==> src/rtl/byteswap_pkg.sv <==
// Shared constants and state encoding for the byteswap read master.
// Beat geometry assumes the default 512-bit AXI data path.
package byteswap_pkg;

   localparam int unsigned DATA_WIDTH     = 32'd512;
   localparam int unsigned BPB            = DATA_WIDTH / 32'd8;
   localparam int unsigned LOG2_BPB       = $clog2(BPB);
   localparam int unsigned BOUNDARY_BITS  = 32'd12;
   localparam int unsigned PAGE_BEAT_BITS = BOUNDARY_BITS - LOG2_BPB;

   typedef enum logic [1:0] {
      IDLE  = 2'd0,
      RUN   = 2'd1,
      DRAIN = 2'd2,
      DONE  = 2'd3
   } state_e;

endpackage

==> src/rtl/byteswap_burst_len.sv <==
// Combinational burst sizing: the shortest of remaining beats, the
// configured maximum burst, and the beats left before the next 4 KB page.
module byteswap_burst_len
   import byteswap_pkg::*;
#(
   parameter int C_XFER_SIZE_WIDTH = 32,
   parameter int C_MAX_BURST_LEN   = 64
) (
   input  logic [C_XFER_SIZE_WIDTH-1:0] rem_beats,
   input  logic [PAGE_BEAT_BITS-1:0]    page_beat,
   output logic [7:0]                   arlen
);

   localparam int XW = C_XFER_SIZE_WIDTH;
   localparam logic [XW-1:0] MAX_LEN    = XW'(C_MAX_BURST_LEN);
   localparam logic [XW-1:0] PAGE_BEATS = XW'(32'd1 << PAGE_BEAT_BITS);
   localparam logic [XW-1:0] X_ONE      = XW'(32'd1);

   logic [XW-1:0] to_bound_s;
   logic [XW-1:0] cap_s;
   logic [XW-1:0] len_s;

   // min of the three limits; page_beat is the beat index inside the 4 KB page
   always_comb begin
      to_bound_s = PAGE_BEATS - XW'(page_beat);
      cap_s      = (MAX_LEN < to_bound_s) ? MAX_LEN : to_bound_s;
      len_s      = (rem_beats < cap_s) ? rem_beats : cap_s;
      arlen      = 8'(len_s - X_ONE);
   end

endmodule

==> src/rtl/byteswap_axi_read_master.sv <==
// Read master: fetches a contiguous buffer as 4 KB-safe AXI4 bursts and
// forwards the read data as an AXI4-Stream with tlast on the final beat.
module byteswap_axi_read_master
   import byteswap_pkg::*;
#(
   parameter int C_M_AXI_ADDR_WIDTH = 64,
   parameter int C_M_AXI_DATA_WIDTH = 512,
   parameter int C_XFER_SIZE_WIDTH  = 32,
   parameter int C_MAX_BURST_LEN    = 64,
   parameter int C_MAX_OUTSTANDING  = 4
) (
   input  logic                           ap_clk,
   input  logic                           ap_rst_n,
   input  logic                           ctrl_start,
   input  logic [C_M_AXI_ADDR_WIDTH-1:0]  ctrl_addr_offset,
   input  logic [C_XFER_SIZE_WIDTH-1:0]   ctrl_xfer_size_in_bytes,
   output logic                           ctrl_done,
   output logic                           m_axi_arvalid,
   input  logic                           m_axi_arready,
   output logic [C_M_AXI_ADDR_WIDTH-1:0]  m_axi_araddr,
   output logic [7:0]                     m_axi_arlen,
   input  logic                           m_axi_rvalid,
   output logic                           m_axi_rready,
   input  logic [C_M_AXI_DATA_WIDTH-1:0]  m_axi_rdata,
   input  logic                           m_axi_rlast,
   output logic                           m_axis_tvalid,
   input  logic                           m_axis_tready,
   output logic [C_M_AXI_DATA_WIDTH-1:0]  m_axis_tdata,
   output logic                           m_axis_tlast
);

   localparam int AW = C_M_AXI_ADDR_WIDTH;
   localparam int XW = C_XFER_SIZE_WIDTH;
   localparam int OW = $clog2(C_MAX_OUTSTANDING + 1);

   localparam logic [AW-1:0] ADDR_MASK = ~AW'(BPB - 32'd1);
   localparam logic [AW-1:0] A_ONE     = AW'(32'd1);
   localparam logic [XW-1:0] X_ZERO    = XW'(32'd0);
   localparam logic [XW-1:0] X_ONE     = XW'(32'd1);
   localparam logic [OW-1:0] O_ONE     = OW'(32'd1);
   localparam logic [OW-1:0] O_MAX     = OW'(C_MAX_OUTSTANDING);

   state_e          state_q, state_d;
   logic [AW-1:0]   addr_q, addr_d;
   logic [XW-1:0]   ar_rem_q, ar_rem_d;
   logic [XW-1:0]   r_rem_q, r_rem_d;
   logic [OW-1:0]   out_q, out_d;
   logic            arvalid_q, arvalid_d;
   logic [7:0]      arlen_q, arlen_d;
   logic            done_q, done_d;

   logic            active_s;
   logic            ar_hs_s;
   logic            r_hs_s;
   logic            rlast_hs_s;
   logic [XW-1:0]   start_beats_s;
   logic [AW-1:0]   nxt_addr_s;
   logic [XW-1:0]   nxt_rem_s;
   logic [7:0]      bl_arlen_s;

   assign active_s   = (state_q == RUN) || (state_q == DRAIN);
   assign ar_hs_s    = arvalid_q & m_axi_arready;
   assign r_hs_s     = active_s & m_axi_rvalid & m_axis_tready;
   assign rlast_hs_s = r_hs_s & m_axi_rlast;

   assign ctrl_done     = done_q;
   assign m_axi_arvalid = arvalid_q;
   assign m_axi_araddr  = addr_q;
   assign m_axi_arlen   = arlen_q;
   assign m_axi_rready  = active_s & m_axis_tready;
   assign m_axis_tvalid = active_s & m_axi_rvalid;
   assign m_axis_tdata  = m_axi_rdata;
   assign m_axis_tlast  = (r_rem_q == X_ONE);

   // Address and remaining AR beats as they will stand after this cycle;
   // the next burst is sized from these so it can be issued back-to-back.
   always_comb begin
      start_beats_s = (ctrl_xfer_size_in_bytes >> LOG2_BPB)
                    + XW'(|ctrl_xfer_size_in_bytes[LOG2_BPB-1:0]);
      if (state_q == IDLE) begin
         nxt_addr_s = ctrl_addr_offset & ADDR_MASK;
         nxt_rem_s  = start_beats_s;
      end else if (ar_hs_s) begin
         nxt_addr_s = addr_q + ((AW'(arlen_q) + A_ONE) << LOG2_BPB);
         nxt_rem_s  = ar_rem_q - (XW'(arlen_q) + X_ONE);
      end else begin
         nxt_addr_s = addr_q;
         nxt_rem_s  = ar_rem_q;
      end
   end

   byteswap_burst_len #(
      .C_XFER_SIZE_WIDTH (C_XFER_SIZE_WIDTH),
      .C_MAX_BURST_LEN   (C_MAX_BURST_LEN)
   ) u_burst_len (
      .rem_beats (nxt_rem_s),
      .page_beat (nxt_addr_s[BOUNDARY_BITS-1:LOG2_BPB]),
      .arlen     (bl_arlen_s)
   );

   // Outstanding-burst count: up on AR handshake, down on the rlast handshake
   always_comb begin
      if (ar_hs_s && !rlast_hs_s) begin
         out_d = out_q + O_ONE;
      end else if (!ar_hs_s && rlast_hs_s) begin
         out_d = out_q - O_ONE;
      end else begin
         out_d = out_q;
      end
   end

   // FSM next state and AR channel; arvalid reflects next-cycle outstanding
   always_comb begin
      state_d   = state_q;
      addr_d    = addr_q;
      ar_rem_d  = ar_rem_q;
      r_rem_d   = r_hs_s ? (r_rem_q - X_ONE) : r_rem_q;
      arvalid_d = arvalid_q;
      arlen_d   = arlen_q;
      done_d    = 1'b0;
      case (state_q)
         IDLE: begin
            if (ctrl_start) begin
               if (start_beats_s == X_ZERO) begin
                  state_d = DONE;
               end else begin
                  state_d   = RUN;
                  addr_d    = nxt_addr_s;
                  ar_rem_d  = nxt_rem_s;
                  r_rem_d   = nxt_rem_s;
                  arvalid_d = 1'b1;
                  arlen_d   = bl_arlen_s;
               end
            end else begin
               state_d = IDLE;
            end
         end
         RUN: begin
            addr_d   = nxt_addr_s;
            ar_rem_d = nxt_rem_s;
            if (nxt_rem_s == X_ZERO) begin
               arvalid_d = 1'b0;
               state_d   = DRAIN;
            end else if (arvalid_q && !m_axi_arready) begin
               arvalid_d = 1'b1;
            end else begin
               arvalid_d = (out_d < O_MAX);
               arlen_d   = bl_arlen_s;
            end
         end
         DRAIN: begin
            if (r_hs_s && (r_rem_q == X_ONE)) begin
               state_d = DONE;
            end else begin
               state_d = DRAIN;
            end
         end
         DONE: begin
            done_d  = 1'b1;
            state_d = IDLE;
         end
         default: begin
            state_d   = IDLE;
            arvalid_d = 1'b0;
         end
      endcase
   end

   // State and datapath registers
   always_ff @(posedge ap_clk or negedge ap_rst_n) begin
      if (!ap_rst_n) begin
         state_q   <= IDLE;
         addr_q    <= {AW{1'b0}};
         ar_rem_q  <= {XW{1'b0}};
         r_rem_q   <= {XW{1'b0}};
         out_q     <= {OW{1'b0}};
         arvalid_q <= 1'b0;
         arlen_q   <= 8'd0;
         done_q    <= 1'b0;
      end else begin
         state_q   <= state_d;
         addr_q    <= addr_d;
         ar_rem_q  <= ar_rem_d;
         r_rem_q   <= r_rem_d;
         out_q     <= out_d;
         arvalid_q <= arvalid_d;
         arlen_q   <= arlen_d;
         done_q    <= done_d;
      end
   end

endmodule

==> config.mk <==
export PLATFORM = sky130hd
export DESIGN_NAME = byteswap_axi_read_master
export DESIGN_NICKNAME = d
export VERILOG_FILES = /design/src/rtl/byteswap_pkg.sv /design/src/rtl/byteswap_burst_len.sv /design/src/rtl/byteswap_axi_read_master.sv
export SDC_FILE = /design/constraint.sdc
export NUM_CORES = 1
export LEC_CHECK = 0
export CORE_AREA = 3 3 472 474
export CTS_CLUSTER_SIZE = 20
export DETAILED_ROUTE_END_ITERATION = 7
export DIE_AREA = 0 0 475 477
export GPL_ROUTABILITY_DRIVEN = 0
export PLACE_DENSITY = 0.3
export SYNTH_ARGS = -nofsm -noshare
export SYNTH_HDL_FRONTEND = slang
export SYNTH_SLANG_ARGS = --single-unit
==> constraint.sdc <==
create_clock -name ap_clk -period 7.04 [get_ports ap_clk]
set_input_delay 1.408 -clock ap_clk [delete_from_list [all_inputs] [get_ports ap_clk]]
set_output_delay 1.408 -clock ap_clk [all_outputs]
set_load 0.02 [all_outputs]
# ---- Word level (Yosys, flattened, before mapping)
# Index checks and enable logic that the tools add are counted.
dict set report word_totals {
  ff_bits 143
  in_bits 615
  out_inout_bits 589
  word_cells 84
}
dict set report op_classes {
  addsub 10
  n_lt_le_gt_ge 3
  n_eq_ne 9
  mux 34
  bitwise_logic 5
  reduce_logical 15
}
# cell count
set ops {}
lappend ops {{2-to-1 mux 32 bit} 9}
lappend ops {{2-to-1 mux 64 bit} 4}
lappend ops {{case mux 64 bit (2 select lines)} 1}
lappend ops {{adder 64 x 15 -> 64 bit} 1}
lappend ops {{logical NOT 32 bit} 2}
lappend ops {{case mux 32 bit (2 select lines)} 1}
lappend ops {{2-to-1 mux 8 bit} 5}
lappend ops {{equality test 32 x 1 -> 1 bit, second input constant} 1}
lappend ops {{less-than comparator 32 bit} 1}
lappend ops {{less-than comparator 7 x 32 -> 1 bit, first input constant} 1}
lappend ops {{subtractor 32 x 1 -> 32 bit, second input constant} 1}
lappend ops {{subtractor 32 x 9 -> 32 bit} 1}
lappend ops {{adder 26 x 1 -> 27 bit} 1}
lappend ops {{adder 8 x 1 -> 9 bit, second input constant} 2}
lappend ops {{case mux 8 bit (2 select lines)} 1}
lappend ops {{inequality test 2 bit, second input constant} 4}
lappend ops {{case mux 2 bit (4 select lines)} 1}
lappend ops {{subtractor 7 x 6 -> 8 bit, first input constant} 1}
lappend ops {{subtractor 8 x 1 -> 8 bit, second input constant} 1}
lappend ops {{2-to-1 mux 1 bit} 6}
lappend ops {{2-to-1 mux 2 bit} 3}
lappend ops {{2-to-1 mux 3 bit} 2}
lappend ops {{OR reduction 6 bit} 1}
lappend ops {{bitwise AND 1 bit} 5}
lappend ops {{other kinds (14)} 20}

# ---- Logic depth before layout (Yosys ltp)
# Gate-level depths: netlist of run 1.
dict set report logic_depth {
  ltp_word 13
  mapped_depth 27
  mapped_depth_nobuf 27
}

# ---- Cells and area by module
# Synthesis of run 1 repeated with hierarchy kept, for this count alone.
dict set report hier_totals {
  hier_cells 1941
  hier_area_um2 15019.4
}
# mod n_inst cells_each area_per_inst_um2 seq_area_each_um2
set by_module_without_submodules {}
lappend by_module_without_submodules {byteswap_axi_read_master 1 1855 14370.0 3428.3}
lappend by_module_without_submodules {byteswap_burst_len 1 86 649.4 0.0}

# ---- Worst setup path before layout of run 1
# OpenSTA, ideal clock, no wires.
dict set report synth_timing {
  kind {input-to-reg}
  startpoint {input port m_axi_arready}
  endpoint {register arlen_q[6], in the netlist m_axi_arlen[6]}
  setup_ns 0.079
  arrival_ns 5.987
  required_time_ns 6.961
  slack_ns 0.974
  cell_stages 18
  n_path_buf 1
  cell_sequence {buf_4 > and3_1 > o31ai_1 > ha_1 > inv_1 > o41ai_1 > ha_1 > a2111o_1 > o311ai_0 > nand2_1 > nor3_4 > mux2i_1 > ha_1 > nand3_1 > nor3_1 > xnor2_1 > mux2_2 > mux2i_1}
}
dict set report synth_via {
  elab_chain_len 12
  elab_cells_between_ends 22
  cone_classes {add/sub: 2; order compare: 2; eq/ne: 2; mux: 11; bitwise: 1; reduce/logical: 4}
}
# item line_no
set synth_rtl {}
lappend synth_rtl {{start: declaration} byteswap_axi_read_master.sv:19} ;# input logic m_axi_arready,
lappend synth_rtl {{bitwise AND 1 bit} byteswap_axi_read_master.sv:62} ;# assign ar_hs_s = arvalid_q & m_axi_arready;
lappend synth_rtl {{2-to-1 mux 64 bit} byteswap_axi_read_master.sv:83} ;# end else if (ar_hs_s) begin
lappend synth_rtl {{2-to-1 mux 64 bit} byteswap_axi_read_master.sv:80} ;# if (state_q == IDLE) begin
lappend synth_rtl {{subtractor 7 x 6 -> 8 bit} byteswap_burst_len.sv:25} ;# to_bound_s = PAGE_BEATS - XW'(page_beat);
lappend synth_rtl {{less-than comparator 7 x 32 -> 1 bit} byteswap_burst_len.sv:26} ;# cap_s = (MAX_LEN < to_bound_s) ? MAX_LEN : to_bound_s;
lappend synth_rtl {{2-to-1 mux 32 bit} byteswap_burst_len.sv:26}
lappend synth_rtl {{less-than comparator 32 bit} byteswap_burst_len.sv:27} ;# len_s = (rem_beats < cap_s) ? rem_beats : cap_s;
lappend synth_rtl {{2-to-1 mux 8 bit} byteswap_burst_len.sv:27}
lappend synth_rtl {{subtractor 8 x 1 -> 8 bit} byteswap_burst_len.sv:28} ;# arlen = 8'(len_s - X_ONE);
lappend synth_rtl {{2-to-1 mux 8 bit, on equally long branches} {byteswap_axi_read_master.sv:144, byteswap_axi_read_master.sv:124}}
lappend synth_rtl {{2-to-1 mux 8 bit, on equally long branches} {byteswap_axi_read_master.sv:141, byteswap_axi_read_master.sv:123}}
lappend synth_rtl {{case mux 8 bit (2 select lines)} byteswap_axi_read_master.sv:121} ;# case (state_q)
lappend synth_rtl {{end signal: assignment} byteswap_axi_read_master.sv:187} ;# arlen_q <= arlen_d;
lappend synth_rtl {{end: declaration} byteswap_axi_read_master.sv:49} ;# logic [7:0] arlen_q, arlen_d;
# Several ways; a longest one is shown, not always the timed one. The select of a mux whose other input is x is not followed.
# A chain may end at the register's enable or synchronous reset.

# ---- Worst setup path in the final report of run 1
# Ends and elaborated chain as after synthesis.

==> results of run 1 <==
-- sequential cells by signal, summed over array words and instances, names as in the netlist --
| register | cells |
|---|---|
| state_q | 2 |
| r_rem_q | 32 |
| out_q | 3 |
| ar_rem_q | 32 |
| m_axi_arlen | 8 |
| ctrl_done | 1 |
| m_axi_arvalid | 1 |
| m_axi_araddr | 58 |
-- layer usage --
layer  wire length (µm)  vias up
met3              16000      347
met5                 65        -
met1              31500     5627
met4               8660        8
met2              40600      696
li1                   -     5312
-- cell usage in the layout (no fill, tap or decap), types with 16 or more instances in the layout --
| cell type | count |
|---|---|
| nand2_1 | 178 |
| a22oi_1 | 20 |
| clkdlybuf4s50_1 | 166 |
| xor2_1 | 23 |
| and3_1 | 30 |
| clkbuf_16 | 17 |
| a31oi_1 | 22 |
| nor2_1 | 96 |
| nand4_1 | 25 |
| dfrtp_1 | 137 |
| o21ai_0 | 128 |
| xnor2_1 | 56 |
| nand3_1 | 44 |
| or3_1 | 16 |
| and2_1 | 17 |
| nor3_1 | 37 |
| ha_1 | 37 |
| a21oi_1 | 60 |
| nor4_1 | 36 |
| inv_1 | 43 |
| buf_4 | 47 |
| mux2i_1 | 28 |
-- worst reg2reg max path, cell delays in order (launching register included) --
cell and delay [ns]:
dfrtp_1 0.47, inv_1 0.18, ha_1 0.29, fa_1 0.45, a211oi_1 0.43, nor3_1 0.30, or3_1 0.62, o311ai_1 0.41
nand2_1 0.19, nor4_4 0.35, nand4_4 0.26, nor3_4 0.31, mux2i_1 0.30, ha_1 0.31, nand3_1 0.15, nor3_1 0.20
xnor2_1 0.10, mux2_2 0.27, mux2i_1 0.13
-- final cells by class --
class	count	area (µm²)	share of cell area
sequential	137	3430	0.204
clock inverter	15	191	0.0114
inverter	43	161	0.00959
clock buffer	17	425	0.0253
antenna	9	22.5	0.00134
multi-input combinational	1094	6970	0.414
timing repair buffer	215	2050	0.122
tap	2871	3590	0.213
-- metrics by stage --
stage                     std cells  total power [mW]  utilization  hold slack (ns)  setup WS [ns]
after CTS                      4392              7.33       0.0767            0.465           1.12
after floorplan                1863              4.60            -            0.432          0.974
after global placement         4360              6.23       0.0738            0.453          0.494
after global routing           4393              7.76       0.0767            0.501          0.670
after detailed placement       4360              6.21       0.0738            0.454          0.529
final                          4401              7.13       0.0768            0.459           1.06
-- worst max-delay path by stage --
| stage | start | to | slack, ns | cells past startpoint |
|---|---|---|---|---|
| 2_1_floorplan | m_axi_arready | m_axi_arlen[6] | 0.97 | 18 |
| 3_3_place_gp | m_axi_arready | m_axi_arlen[6] | 0.49 | 24 |
| 3_5_place_dp | m_axi_arready | m_axi_arlen[6] | 0.53 | 17 |
| 4_1_cts | m_axi_arready | m_axi_arlen[6] | 1.12 | 17 |
| 5_1_grt | m_axi_arready | m_axi_arlen[6] | 0.67 | 24 |
| 6_report | m_axi_arready | m_axi_arlen[6] | 1.06 | 16 |
-- cell families (layout without fill, tap and decap cells) --
logic type	after synthesis	count (layout)	synth area share
flip-flops	137	137	0.234
other	1	15	0.000256
XOR/XNOR	79	79	0.0472
AND/OR/NAND/NOR	566	566	0.199
AO/OA/AOI/OAI	366	366	0.162
buffers and inverters	632	290	0.296
multiplexers	36	36	0.0255
adder cells (fa/ha/maj)	41	41	0.0361
-- power by group through the flow --
stage	clock network (mW)	logic, mW	registers [mW]
finish	1.04	4.42	1.67
global route	1.13	4.89	1.74
CTS	1.11	4.54	1.68
detailed placement	0	4.52	1.69
global placement	0	4.54	1.69
floorplan	0	2.89	1.71
==> impl_results.md, run 1 <==
* Status: complete, no violations
* Yosys top cell area share at 0.267
* NetSw at 3.81 mW
* Worst slew margin at 0.247
* Synthesized flop and latch total at 137
* Slowest cell on the critical path: or4_4
* Post-synthesis sequential area ratio at 0.234
* Die width at 475 µm
* WP data arrival at 6.43 ns
* First-pass GRT wire length at 124000 µm
* Comb pwr share at 0.620
* Vias in the first global route at 12000
* DRC at 0
* Part of the power in registers at 0.234
* Synth Instances at 1858
* Unrepaired setup endpoints after global routing: false
* WP data required at 7.49 ns
* Setup TNS Final at 0 ns
* Most used routing layer: met2
* Cell class contributing the biggest share of worst-path delay: simple AND/OR/NAND/NOR gates
* Peak supply drop at 0.000195 V
* Hold EP: out_q[2]
* Final min period at 5.98 ns
* Via count at 12000
* Leakage at 5.43 nW
* CTS Sinks at 137
* Layout cells sized above 1 at 0.0782
* R2r setup slk at 1.27 ns
* Largest net degree at the start of global routing at 89
* Max Cap Viol at 0
* Vias/cell at 2.72
* Drt wl/cell at 22.0 µm
* Finished Cell Area at 16800 µm²
* Top post-synthesis cells by count: buf_4 (520), nand2_1 (179), dfrtp_1 (137)
* TritonCTS Buffers at 17
* CTS tree: done
* Pins Over Slew Limit at 0
* CP peak stage delay at 0.66 ns
* Switching Share at 0.534
* H-tree levels at 4
* Tcrit/Tclk final at 0.849
* Fill cells at 25600
* Max clock buf depth at 2
* Critical Path Fanout Max at 12
* Vert. Die Dim at 477 µm
* Routed Antenna Nets at 0
* RR Endpoint: m_axi_arlen[6]
* # Post-CTS Setup Buffers at 0
* Most common cell in the netlist: buf_4
* Hpwl dp at 80100 µm
* DRT iter0 DRCs at 719
* Final WL at 96800 µm
* Std-Cell Core Area at 219000 µm²
* GRT Residual Overflow at 0
* Area contributors post-synth: buf_4 (27%), dfrtp_1 (23%), nand2_1 (4.6%)
* Clk network pwr share at 0.146
* Clock Skews at 0.0353 ns
* Grt met3 use at 0.0609
* Final setup viols at 0
* Worst path cell trace: clkdlybuf4s50_1, nand2_1, or4_4, or3_1, o311ai_1, nand2_1, nor4_4, nand4_4, nor3_4, mux2i_1, ha_1, nand3_1, nor3_1, xnor2_1, mux2_2, mux2i_1
* Initial Utilization at 0.0668
* HP Start: out_q[2]
* Cell Rows at 172
* IO Pins at 1204
* Pwr dens at 423 nW/µm²
* Synth Flop Type: dfrtp_1
* M1 GR Usage at 0.0773
* Fmax at 167 MHz
* Mean Syn Cell Area at 7.88 µm²
* Synth-to-layout area growth at 14.9%
* WHS Path Cells at 1
* Die area at 227000 µm²
* Worst Hold Class: flip-flop to flip-flop
* Met2 Use GR at 0.120
* Post-Syn Area at 14600 µm²
* R2R cell count at 18
* Initial antenna violation count at 13
* Total Routing Usage GR at 0.0826
* Cell Area, Placed at 16200 µm²
* Area leader, netlist: buf_4
* PostCTS Resize Cnt at 0
* Clock transition at the registers of the reported paths at 0.09 ns
* Worst skew pair latency at 0.53 ns
* Worst r2r src: m_axi_arlen[0]
* Worst Path Buf+Inv at 1
* Hold Vio Cnt, Final at 0
* CP startpoint kind: input pin
* Hold-fix buffers, CTS at 0
* Ys async rst share at 1.00
* Warnings from Yosys at 0
* Nets at 2164
* CTS Root Cell: clkbuf_16
* DRT Pass-1 Iters at 5
* Crit path kind: input pin to flip-flop
* Post-synth EDFFs at 0
* Worst Setup End Kind: flip-flop
* Synth cell types at 85
* Worst slew pin tran at 1.12 ns
* Int Power at 3.32 mW
* Port bufs at 167
Note: power is estimated with default switching activity, not from simulation.
==> run 2: changes to the inputs <==
Clock period 7.04 ns to 6.2 ns, I/O delays scaled along.
==> impl_results.md, run 2 (synthesis results as in run 1) <==
* Hpwl dp at 81800 µm (was 80100 µm)
* Int Power at 4.00 mW (was 3.32 mW)
* Cell Rows at 172 (unchanged)
* Vias in the first global route at 12300 (was 12000)
* Hold-fix buffers, CTS at 0 (unchanged)
* Tcrit/Tclk final at 0.929
* Initial Utilization at 0.0668 (unchanged)
* Final setup viols at 0 (unchanged)
* Leakage at 5.76 nW (was 5.43 nW)
* Final worst setup slack at 0.441 ns (was 1.06 ns)
* Most common cell after layout, fill and taps aside: nand2_1 (unchanged)
* Via count at 12100 (was 12000)
* Area of the multi-input gates at 6970 µm² (about the same)
* Max clock buf depth at 2 (unchanged)
* Worst Setup End Kind: flip-flop (unchanged)
* Finished Layout Cells at 4457 (was 4401)
* Clock Skews at 0.0320 ns (was 0.0353 ns)
* Crit path kind: input pin to flip-flop (unchanged)
* Worst Hold Class: flip-flop to flip-flop (unchanged)
* Std-Cell Core Area at 219000 µm² (unchanged)
* Layout cells sized above 1 at 0.114 (was 0.0782)
* Peak supply drop at 0.000154 V (was 0.000195 V)
* CP startpoint kind: input pin (unchanged)
* WP data arrival at 6.22 ns (was 6.43 ns)
* Hold Vio Cnt, Final at 0 (unchanged)
* Switching Share at 0.520 (was 0.534)
* Pre-CTS setup slack at -0.0961 ns (was 0.529 ns)
* Setup TNS Final at 0 ns (unchanged)
* H-tree levels at 4 (unchanged)
* Vias/cell at 2.72 (about the same)
* WP data required at 6.66 ns (was 7.49 ns)
* Port bufs at 167 (unchanged)
* Hold_ws at 0.467 ns (was 0.459 ns)
* Largest net degree at the start of global routing at 100 (was 89)
* Drt wl/cell at 21.9 µm (was 22.0 µm)
* CTS Root Cell: clkbuf_16 (unchanged)
* CTS Sinks at 137 (unchanged)
* Total Routing Usage GR at 0.0841 (was 0.0826)
* Nets at 2226 (was 2164)
* Clock transition at the registers of the reported paths at 0.10 ns (was 0.09 ns)
* Worst slew margin at 0.293 (was 0.247)
* Fin util at 0.0791 (was 0.0768)
* Fmax at 174 MHz
* Synth-to-layout area growth at 18.4% (was 14.9%)
* # Post-CTS Setup Buffers at 0 (unchanged)
* Pins Over Slew Limit at 0 (unchanged)
* Status: complete, no violations (unchanged)
* First-pass GRT wire length at 127000 µm (was 124000 µm)
* Finished Cell Area at 17300 µm² (was 16800 µm²)
* Placed insts at 4422 (was 4360)
* FF+latch area at 3430 µm² (unchanged)
* Die area at 227000 µm² (unchanged)
* CTS tree: done (unchanged)
* Final WL at 97800 µm (was 96800 µm)
* Most frequent cells in the layout: nand2_1 (178), clkdlybuf4s50_1 (166), dfrtp_1 (137) (unchanged)
* Fill cells at 25600 (about the same)
* NetSw at 4.34 mW (was 3.81 mW)
* TritonCTS Buffers at 17 (unchanged)
* Worst slew pin tran at 1.05 ns (was 1.12 ns)
* Max Cap Viol at 0 (unchanged)
* Cell Area, Placed at 16700 µm² (was 16200 µm²)
* DRT Pass-1 Iters at 5 (unchanged)
* Final min period at 5.76 ns
* DRT iter0 DRCs at 661 (was 719)
* Comb pwr share at 0.632 (was 0.620)
* Worst skew pair latency at 0.54 ns (was 0.53 ns)
* Vert. Die Dim at 477 µm (unchanged)
* Pwr dens at 481 nW/µm² (was 423 nW/µm²)
* Die width at 475 µm (unchanged)
* Largest register FFs at 58 (unchanged)
* PostCTS Resize Cnt at 0 (unchanged)
* Routed Antenna Nets at 0 (unchanged)
* Unrepaired setup endpoints after global routing: false (unchanged)
* Critical Path Fanout Max at 6 (was 12)
* IO Pins at 1204 (unchanged)
* Part of the power in registers at 0.226 (was 0.234)
* Initial antenna violation count at 15 (was 13)
* Pwr Total at 8.34 mW (was 7.13 mW)
* Clk network pwr share at 0.142 (was 0.146)
* GRT Residual Overflow at 0 (unchanged)
* DRC at 0 (unchanged)
run 2: metal layers:
layer	GRT usage	vias up	wire, µm
met5	0.00746	-	292
met1	0.0782	5641	31600
met3	0.0592	348	15700
met2	0.123	705	41400
met4	0.0718	12	8800
li1	-	5418	-
run 2: power groups by stage:
stage	Clock, mW	Combinational [mW]	Sequential [mW]
3_3_place_gp	0	5.44	1.91
2_1_floorplan	0	3.28	1.95
3_5_place_dp	0	5.41	1.91
4_1_cts	1.28	5.43	1.90
5_1_grt	1.28	5.86	1.97
6_report	1.18	5.27	1.88
run 2: final timing paths:
| check | slack [ns] | startpoint | cells past startpoint | endpoint |
|---|---|---|---|---|
| worst max register to register | 0.59 | m_axi_arlen[0] | 21 | m_axi_arlen[6] |
| max in group asynchronous | 4.34 | ap_rst_n | 2 | state_q[0] |
| min in group asynchronous | 0.64 | ap_rst_n | 1 | m_axi_araddr[26] |
| worst min-delay path | 0.47 | out_q[2] | 1 | out_q[2] |
| worst min register to register | 0.47 | out_q[2] | 1 | out_q[2] |
| worst max-delay path | 0.44 | m_axi_arready | 20 | m_axi_arlen[6] |
run 2: cell type report:
class,count,share of cell area
clock inverter,15,0.0110
multi-input combinational,1094,0.402
sequential,137,0.198
clock buffer,17,0.0245
inverter,43,0.00931
tap,2871,0.207
timing repair buffer,277,0.148
antenna,3,0.000433
run 2: critical path, cell delays in order:
cell and delay [ns]:
clkdlybuf4s50_1 0.59, nand2_1 0.19, inv_1 0.11, o21ai_0 0.09
nor3_1 0.47, nand2_1 0.21, o41ai_1 0.40, buf_4 0.20
ha_1 0.24, a2111o_1 0.40, o311ai_0 0.29, nand2_1 0.17
nor3_4 0.27, mux2i_1 0.27, ha_1 0.25, nand3_1 0.12
nor3_1 0.20, xnor2_1 0.11, mux2_2 0.27, mux2i_1 0.13
